--- src/rtl/gen_register_pkg.sv ---
// rtl/gen_register_pkg.sv - shared constants and command-conflict helper for gen_register
package gen_register_pkg;

   localparam int BUS_WIDTH_DEFAULT = 16;
   localparam int MODE_WRAP         = 0;
   localparam int MODE_SAT          = 1;

   // True when more than one of {clr, load, inc, dec} is asserted.
   function automatic logic cmd_conflict(input logic [3:0] cmd);
      logic [2:0] n;
      n = '0;
      for (int i = 0; i < 4; i++) begin
         n = n + {2'b00, cmd[i]};
      end
      return n > 3'd1;
   endfunction

endpackage

--- src/rtl/gen_register_incdec.sv ---
// rtl/gen_register_incdec.sv - ripple increment/decrement chains with boundary flag
module gen_register_incdec #(
   parameter int WIDTH = 12
) (
   input  logic [WIDTH-1:0] value_i,
   input  logic             dir_i,
   output logic [WIDTH-1:0] next_o,
   output logic             bound_o
);

   // dir_i = 0: bit i toggles when all lower bits are 1; dir_i = 1: when all lower bits are 0.
   always_comb begin
      logic run;
      run    = 1'b1;
      next_o = '0;
      for (int i = 0; i < WIDTH; i++) begin
         next_o[i] = value_i[i] ^ run;
         run       = run & (value_i[i] ^ dir_i);
      end
      bound_o = run;
   end

endmodule

--- src/rtl/gen_register.sv ---
// rtl/gen_register.sv - parametrised load/inc/dec/clr datapath register with status flags
module gen_register
   import gen_register_pkg::*;
#(
   parameter int                   WIDTH     = 12,
   parameter int                   BUS_WIDTH = BUS_WIDTH_DEFAULT,
   parameter int                   SATURATE  = MODE_WRAP,
   parameter logic [BUS_WIDTH-1:0] RESET_VAL = '0
) (
   input  logic                 clk,
   input  logic                 rst_n,
   input  logic                 load,
   input  logic                 inc,
   input  logic                 dec,
   input  logic                 clr,
   input  logic                 err_clr,
   input  logic [BUS_WIDTH-1:0] indata,
   output logic [WIDTH-1:0]     outdata,
   output logic                 zero,
   output logic                 carry,
   output logic                 err
);

   logic [WIDTH-1:0] value_q, value_d;
   logic             carry_q, carry_d;
   logic             err_q, err_d;
   logic [WIDTH-1:0] step_value;
   logic             step_bound;

   gen_register_incdec #(.WIDTH(WIDTH)) u_incdec (
      .value_i (value_q),
      .dir_i   (dec),
      .next_o  (step_value),
      .bound_o (step_bound)
   );

   generate
      if (WIDTH < BUS_WIDTH) begin : g_unused
         logic unused_bus;
         assign unused_bus = ^indata[BUS_WIDTH-1:WIDTH];
      end
   endgenerate

   always_comb begin
      value_d = value_q;
      carry_d = 1'b0;
      err_d   = err_q;
      if (clr) begin
         value_d = RESET_VAL[WIDTH-1:0];
      end else if (load) begin
         value_d = indata[WIDTH-1:0];
      end else if (inc ^ dec) begin
         // An attempted overflow/underflow pulses carry even when saturating holds the value.
         carry_d = step_bound;
         if (!(SATURATE == MODE_SAT && step_bound)) begin
            value_d = step_value;
         end
      end
      if (cmd_conflict({clr, load, inc, dec})) begin
         err_d = 1'b1;
      end else if (err_clr) begin
         err_d = 1'b0;
      end
   end

   always_ff @(posedge clk) begin
      if (!rst_n) begin
         value_q <= RESET_VAL[WIDTH-1:0];
         carry_q <= 1'b0;
         err_q   <= 1'b0;
      end else begin
         value_q <= value_d;
         carry_q <= carry_d;
         err_q   <= err_d;
      end
   end

   assign outdata = value_q;
   assign zero    = (value_q == '0);
   assign carry   = carry_q;
   assign err     = err_q;

endmodule

--- config.mk ---
export PLATFORM = sky130hd
export DESIGN_NAME = gen_register
export DESIGN_NICKNAME = d
export VERILOG_FILES = /design/src/rtl/gen_register_pkg.sv /design/src/rtl/gen_register_incdec.sv /design/src/rtl/gen_register.sv
export SDC_FILE = /design/constraint.sdc
export NUM_CORES = 1
export LEC_CHECK = 0
export ABC_AREA = 1
export CORE_MARGIN = 3
export CORE_UTILIZATION = 45
export DETAILED_ROUTE_END_ITERATION = 10
export GPL_ROUTABILITY_DRIVEN = 0
export PLACE_DENSITY_LB_ADDON = 0.15
export SETUP_SLACK_MARGIN = 0.02
export SYNTH_ARGS = -nofsm -noshare
export SYNTH_HDL_FRONTEND = slang
export SYNTH_SLANG_ARGS = --single-unit
--- constraint.sdc ---
create_clock -name clk -period 3.19 [get_ports clk]
set_input_delay 0.957 -clock clk [delete_from_list [all_inputs] [get_ports clk]]
set_output_delay 0.957 -clock clk [all_outputs]
set_load 0.01 [all_outputs]
* Yosys cells after proc, flatten, opt, wreduce, memory -nomap -nowiden
Cells that the tools add are included.
Storage, ports and cells: register bits 14, input bits 23, output and inout port bits 15, logic and storage cells 54
Operators by class: add/subtract/negate cells 3, order comparisons 1, muxes and demuxes 4, bitwise gates (word level) 38, reductions and logical operators 5
Operator list (number):
- $mux 12 | 2
- $xor 1x1->1 | 24
- $logic_not 12->1 | 1
- $and 1x1->1 | 11
- $reduce_bool 2->1 | 2
- $reduce_or 4->1 | 1
- $add 2x1->3 | 1
- $add 3x1->3 | 1
- $gt 3x1->1 const B | 1
- $not 1->1 | 3
- $add 1x1->2 | 1
- $mux 1 | 2
- $reduce_or 2->1 | 1

* Logic depth before layout (Yosys ltp)
depth after elaboration 14, gate-level depth with buffers 12

* Hierarchy
A second synthesis with hierarchy kept.
Second synthesis, totals: cell total of the unflattened synthesis 217, area total of the unflattened synthesis 1312.5 µm²
By module, submodules not included:
- gen_register | times used 1, cells each 154, area each 900.9 µm², seq. area each 280.3 µm²
- gen_register_incdec | times used 1, cells each 63, area each 411.6 µm², seq. area each 0.0 µm²

* Least setup slack after synthesis
OpenSTA, ideal clock, no wires.
kind register to output, from register value_q[1] (netlist: outdata[1]), to output zero, arrival 1100 ps, required time 2233 ps, setup slack 1133 ps, stages on the path, launching flop included 6, buffers on the path 0, cells stage by stage dfxtp_1 inv_1 nand2_1 nor3_1 nand3_1 nor4_1
On the way: longest elaborated chain between the ends 1
Ends and longest elaborated chain:
- start, declared | RTL line gen_register.sv:24 | logic [WIDTH-1:0] value_q, value_d;
- start signal, assigned | RTL line gen_register.sv:68 | value_q <= RESET_VAL[WIDTH-1:0];
- start signal, assigned | RTL line gen_register.sv:72 | value_q <= value_d;
- $logic_not 12->1 | RTL line gen_register.sv:79 | assign zero = (value_q == '0);
- end, declared | RTL line gen_register.sv:19 | output logic zero,
No other way between the ends.

* Worst setup path after layout
Same ends and word-level chain as after synthesis.

==> results by group <==
Status
  • Run status: completed

Route
  • DRC violations left: 0
  • DRT antenna net count: 0
  • Count of vias placed by the detailed router: 1,176
  • Via count normalized by instance count: 5.14
  • Initial DRT Pass Iterations: 4
  • Post-detailed-route wirelength per cell: about 12 µm
  • Detailed Route WL: about 2800 µm
  • Iteration-0 DRC count of the detailed router: 33

Global routing
  • Gr ovfl total: 0
  • Maximum number of pins on one net before global-route repair: 14
  • Total routing usage reported by global routing: 0.187
  • Via count of the first global-routing pass: 1,104
  • Antenna violations before repair: 0
  • Global-route wire length before repair: 4750 µm

Yosys
  • Yosys reg bits: 14
  • Sequential area share after synthesis: 0.244
  • Average footprint of a synthesized cell: 6.92 µm²
  • Syn_nets: 190
  • Async S/R FF share, synth: 0
  • Number of synthesized flops with an enable pin: 0
  • Area share of the largest cell type after synthesis: 0.244
  • Commonest cells in the netlist: sky130_fd_sc_hd__nand2_1 (39), sky130_fd_sc_hd__inv_1 (26), sky130_fd_sc_hd__nand3_1 (18), sky130_fd_sc_hd__dfxtp_1 (14), sky130_fd_sc_hd__o21ai_0 (10)
  • Cell with the most instances after synthesis: sky130_fd_sc_hd__nand2_1
  • Post-synthesis instance area: 1150 µm²
  • Synth top area cells: sky130_fd_sc_hd__dfxtp_1 (24%), sky130_fd_sc_hd__nand2_1 (13%), sky130_fd_sc_hd__inv_1 (8.5%)
  • Number of warnings printed during yosys synthesis: 0
  • Unique masters post-synth: 29
  • Leading register cell type out of synthesis: sky130_fd_sc_hd__dfxtp_1
  • Post-Syn Instances: 166
  • Cell taking the most area after synthesis: sky130_fd_sc_hd__dfxtp_1

Critical path
  • Arrival time of the worst setup path: around 1900 ps
  • Cells traversed along the worst timing path: inv_1 > nand2_1 > nor3_1 > nand3_1 > nor4_1 > clkdlybuf4s50_1
  • Family with the most delay on the worst path: buffers and inverters
  • Critical path data required time: between 2000 and 2500 ps
  • Start-to-end type of the worst setup path: reg2out
  • Reg-to-reg critical path endpoint: outdata[11]$_SDFFE_PP0P_
  • Setup slack of the most critical reg-to-reg path: 1810 ps
  • Worst r2r path cells: 10
  • Crit. End Element: output pin
  • CP max FO: 7
  • Max stage delay cell, worst path: sky130_fd_sc_hd__clkdlybuf4s50_1
  • Number of buffers and inverters on the critical path: 2
  • Startpoint type of the worst setup path: flop
  • Crit Reg-Reg Startpoint: outdata[3]$_SDFFE_PP0P_
  • Delay of the slowest cell on the worst path: approximately 600 ps

Finish
  • Final net count: 227
  • Fin area: 1530 µm²
  • Number of diodes: 0
  • Layout area overhead: 33.4%
  • Post-layout utilization of the core: 0.661
  • Fraction of final layout cells sized beyond drive strength 1: 0.154

STA
  • Max-slew violations: 0
  • Setup repair after global routing missed its margin: no
  • Final Hold Vio Count: 0
  • Final setup violation count: 0
  • Final critical-path required period: 2900 ps
  • Max-slew headroom at the worst pin: 0.664
  • Portion of the clock cycle consumed by the worst path in the final layout: 0.908
  • Slew at the pin closest to its max-slew limit: between 500 and 600 ps
  • Max Fclk: 0.345 GHz
  • Clock Skew: 9.63 ps
  • Final sum of negative setup slack: 0 ps

Floorplanning
  • Area of the die: 3190 µm²
  • Die Y-Extent: approximately 57 µm
  • Top-Level Pins: 38
  • Core ar.: 2320 µm²
  • Initial core utilization: 0.495
  • Die width: 56.5 µm
  • Count of standard-cell rows: 17

Placed design
  • Buffers on Ports: 33
  • Placed Instance Area: 1510 µm²
  • Placed wire-length estimate after detailed placement: 2190 µm

Clock network
  • Worst skew pair latency: 290 ps
  • Clock Tree Root: sky130_fd_sc_hd__clkbuf_4
  • Maximum clock insertion buffer count: 2
  • TritonCTS clock tree: built
  • Count of cells resized by post-cts repair: 0
  • Max H-tree Level: 1
  • # Post-CTS Setup Buffers: 0
  • Clock slew seen by the registers of the worst setup and hold paths: 80 ps
  • CTS Sinks: 14
  • Total of hold buffers inserted after clock tree synthesis: 0
  • CTS Buf Count: 3

Hold path
  • Worst Hold Class: reg2reg
  • Hold Path End: outdata[2]$_SDFFE_PP0P_
  • Cell count of the worst hold path: 2
  • Worst Min Path Start: outdata[2]$_SDFFE_PP0P_

Power and ir drop
  • Peak supply drop: between 0.2 and 0.25 mV
  • Power per Cell Area: between 200 and 300 nW/µm²
  • Standby leakage power: 0.000643 µW

Flow run
  • Max-cap viol count: 0
-- worst max-delay path by stage --
stage / start / endpoint / slack (ps) / depth (start not counted)
2_1_floorplan: outdata[1]$_SDFFE_PP0P_ / zero / 1130 / 5
3_3_place_gp: outdata[1]$_SDFFE_PP0P_ / zero / 640 / 6
3_5_place_dp: dec / outdata[11]$_SDFFE_PP0P_ / 590 / 11
4_1_cts: outdata[1]$_SDFFE_PP0P_ / zero / 280 / 6
5_1_grt: outdata[1]$_SDFFE_PP0P_ / zero / 140 / 6
6_report: outdata[1]$_SDFFE_PP0P_ / zero / 290 / 6
-- where the power goes --
part,total [µW],switching [µW],internal (µW)
combinational,153,82.8,70.1
clock,107,63.4,44.0
sequential,193,10.5,182
total,453,157,296
-- cell families after synthesis --
logic type / after synthesis / share of synthesized area
simple gates: 85 / 0.430
buf+inv: 34 / 0.124
compound gates: 27 / 0.130
flops: 14 / 0.244
xor+xnor: 5 / 0.0545
fa+ha+maj: 1 / 0.0174
-- worst min-delay path: stages, from the launching register on --
cell and delay, ps:
sky130_fd_sc_hd__dfxtp_1 370, sky130_fd_sc_hd__nand2_1 80, sky130_fd_sc_hd__a31oi_1 70
-- placed cells by master (no fill, tap or decap) --
cell type and instances:
sky130_fd_sc_hd__xor2_1 4, sky130_fd_sc_hd__nand3_1 18, sky130_fd_sc_hd__nor2_4 2, sky130_fd_sc_hd__nand4_4 1
sky130_fd_sc_hd__clkdlybuf4s50_1 33, sky130_fd_sc_hd__a21oi_1 7, sky130_fd_sc_hd__clkbuf_4 3, sky130_fd_sc_hd__nor2_1 3
sky130_fd_sc_hd__nand4_1 3, sky130_fd_sc_hd__nand3_2 3, sky130_fd_sc_hd__a21oi_2 1, sky130_fd_sc_hd__xnor2_4 1
sky130_fd_sc_hd__inv_2 4, sky130_fd_sc_hd__a31oi_1 6, sky130_fd_sc_hd__nand2_4 6, sky130_fd_sc_hd__fa_1 1
sky130_fd_sc_hd__nor2_2 1, sky130_fd_sc_hd__a22oi_1 1, sky130_fd_sc_hd__o21ai_0 10, sky130_fd_sc_hd__inv_1 26
sky130_fd_sc_hd__nand2_1 39, sky130_fd_sc_hd__nor3_1 1, sky130_fd_sc_hd__nand2_2 4, sky130_fd_sc_hd__dfxtp_1 14
sky130_fd_sc_hd__nor4_1 2, sky130_fd_sc_hd__nand3_4 1, sky130_fd_sc_hd__nor2_8 1, sky130_fd_sc_hd__inv_8 1
sky130_fd_sc_hd__buf_4 2, sky130_fd_sc_hd__o21ai_1 2
-- metrics by stage --
stage / cells / setup WS, ps / hold WS (ps) / power [µW]
final: 229 / 294 / 568 / 453
after floorplan: 166 / 1130 / 564 / 288
after CTS: 229 / 284 / 573 / 457
after detailed placement: 226 / 591 / 560 / 350
after global placement: 226 / 636 / 549 / 346
after global routing: 229 / 138 / 612 / 481
-- routing by layer --
layer | part of all wire | vias to the layer above | wire length, µm | GRT usage
met5 | 0 | - | 0 | 0
met4 | 0.0042 | 0 | 12 | 0.0305
met3 | 0.062 | 2 | 176 | 0.0644
met2 | 0.50 | 30 | 1410 | 0.328
met1 | 0.44 | 534 | 1250 | 0.220
li1 | - | 610 | - | -
-- cell type report --
class	instances	area [µm²]
clock buffer	3	22.5
tap	28	35.0
sequential	14	280
fill	204	786
timing repair buffer	35	345
multi-input combinational	118	726
inverter	31	124
-- state kept, by name, indices dropped and copies added, names as in the netlist --
signal,count
outdata,12
err,1
carry,1
Note: power is estimated with default switching activity, not from simulation.
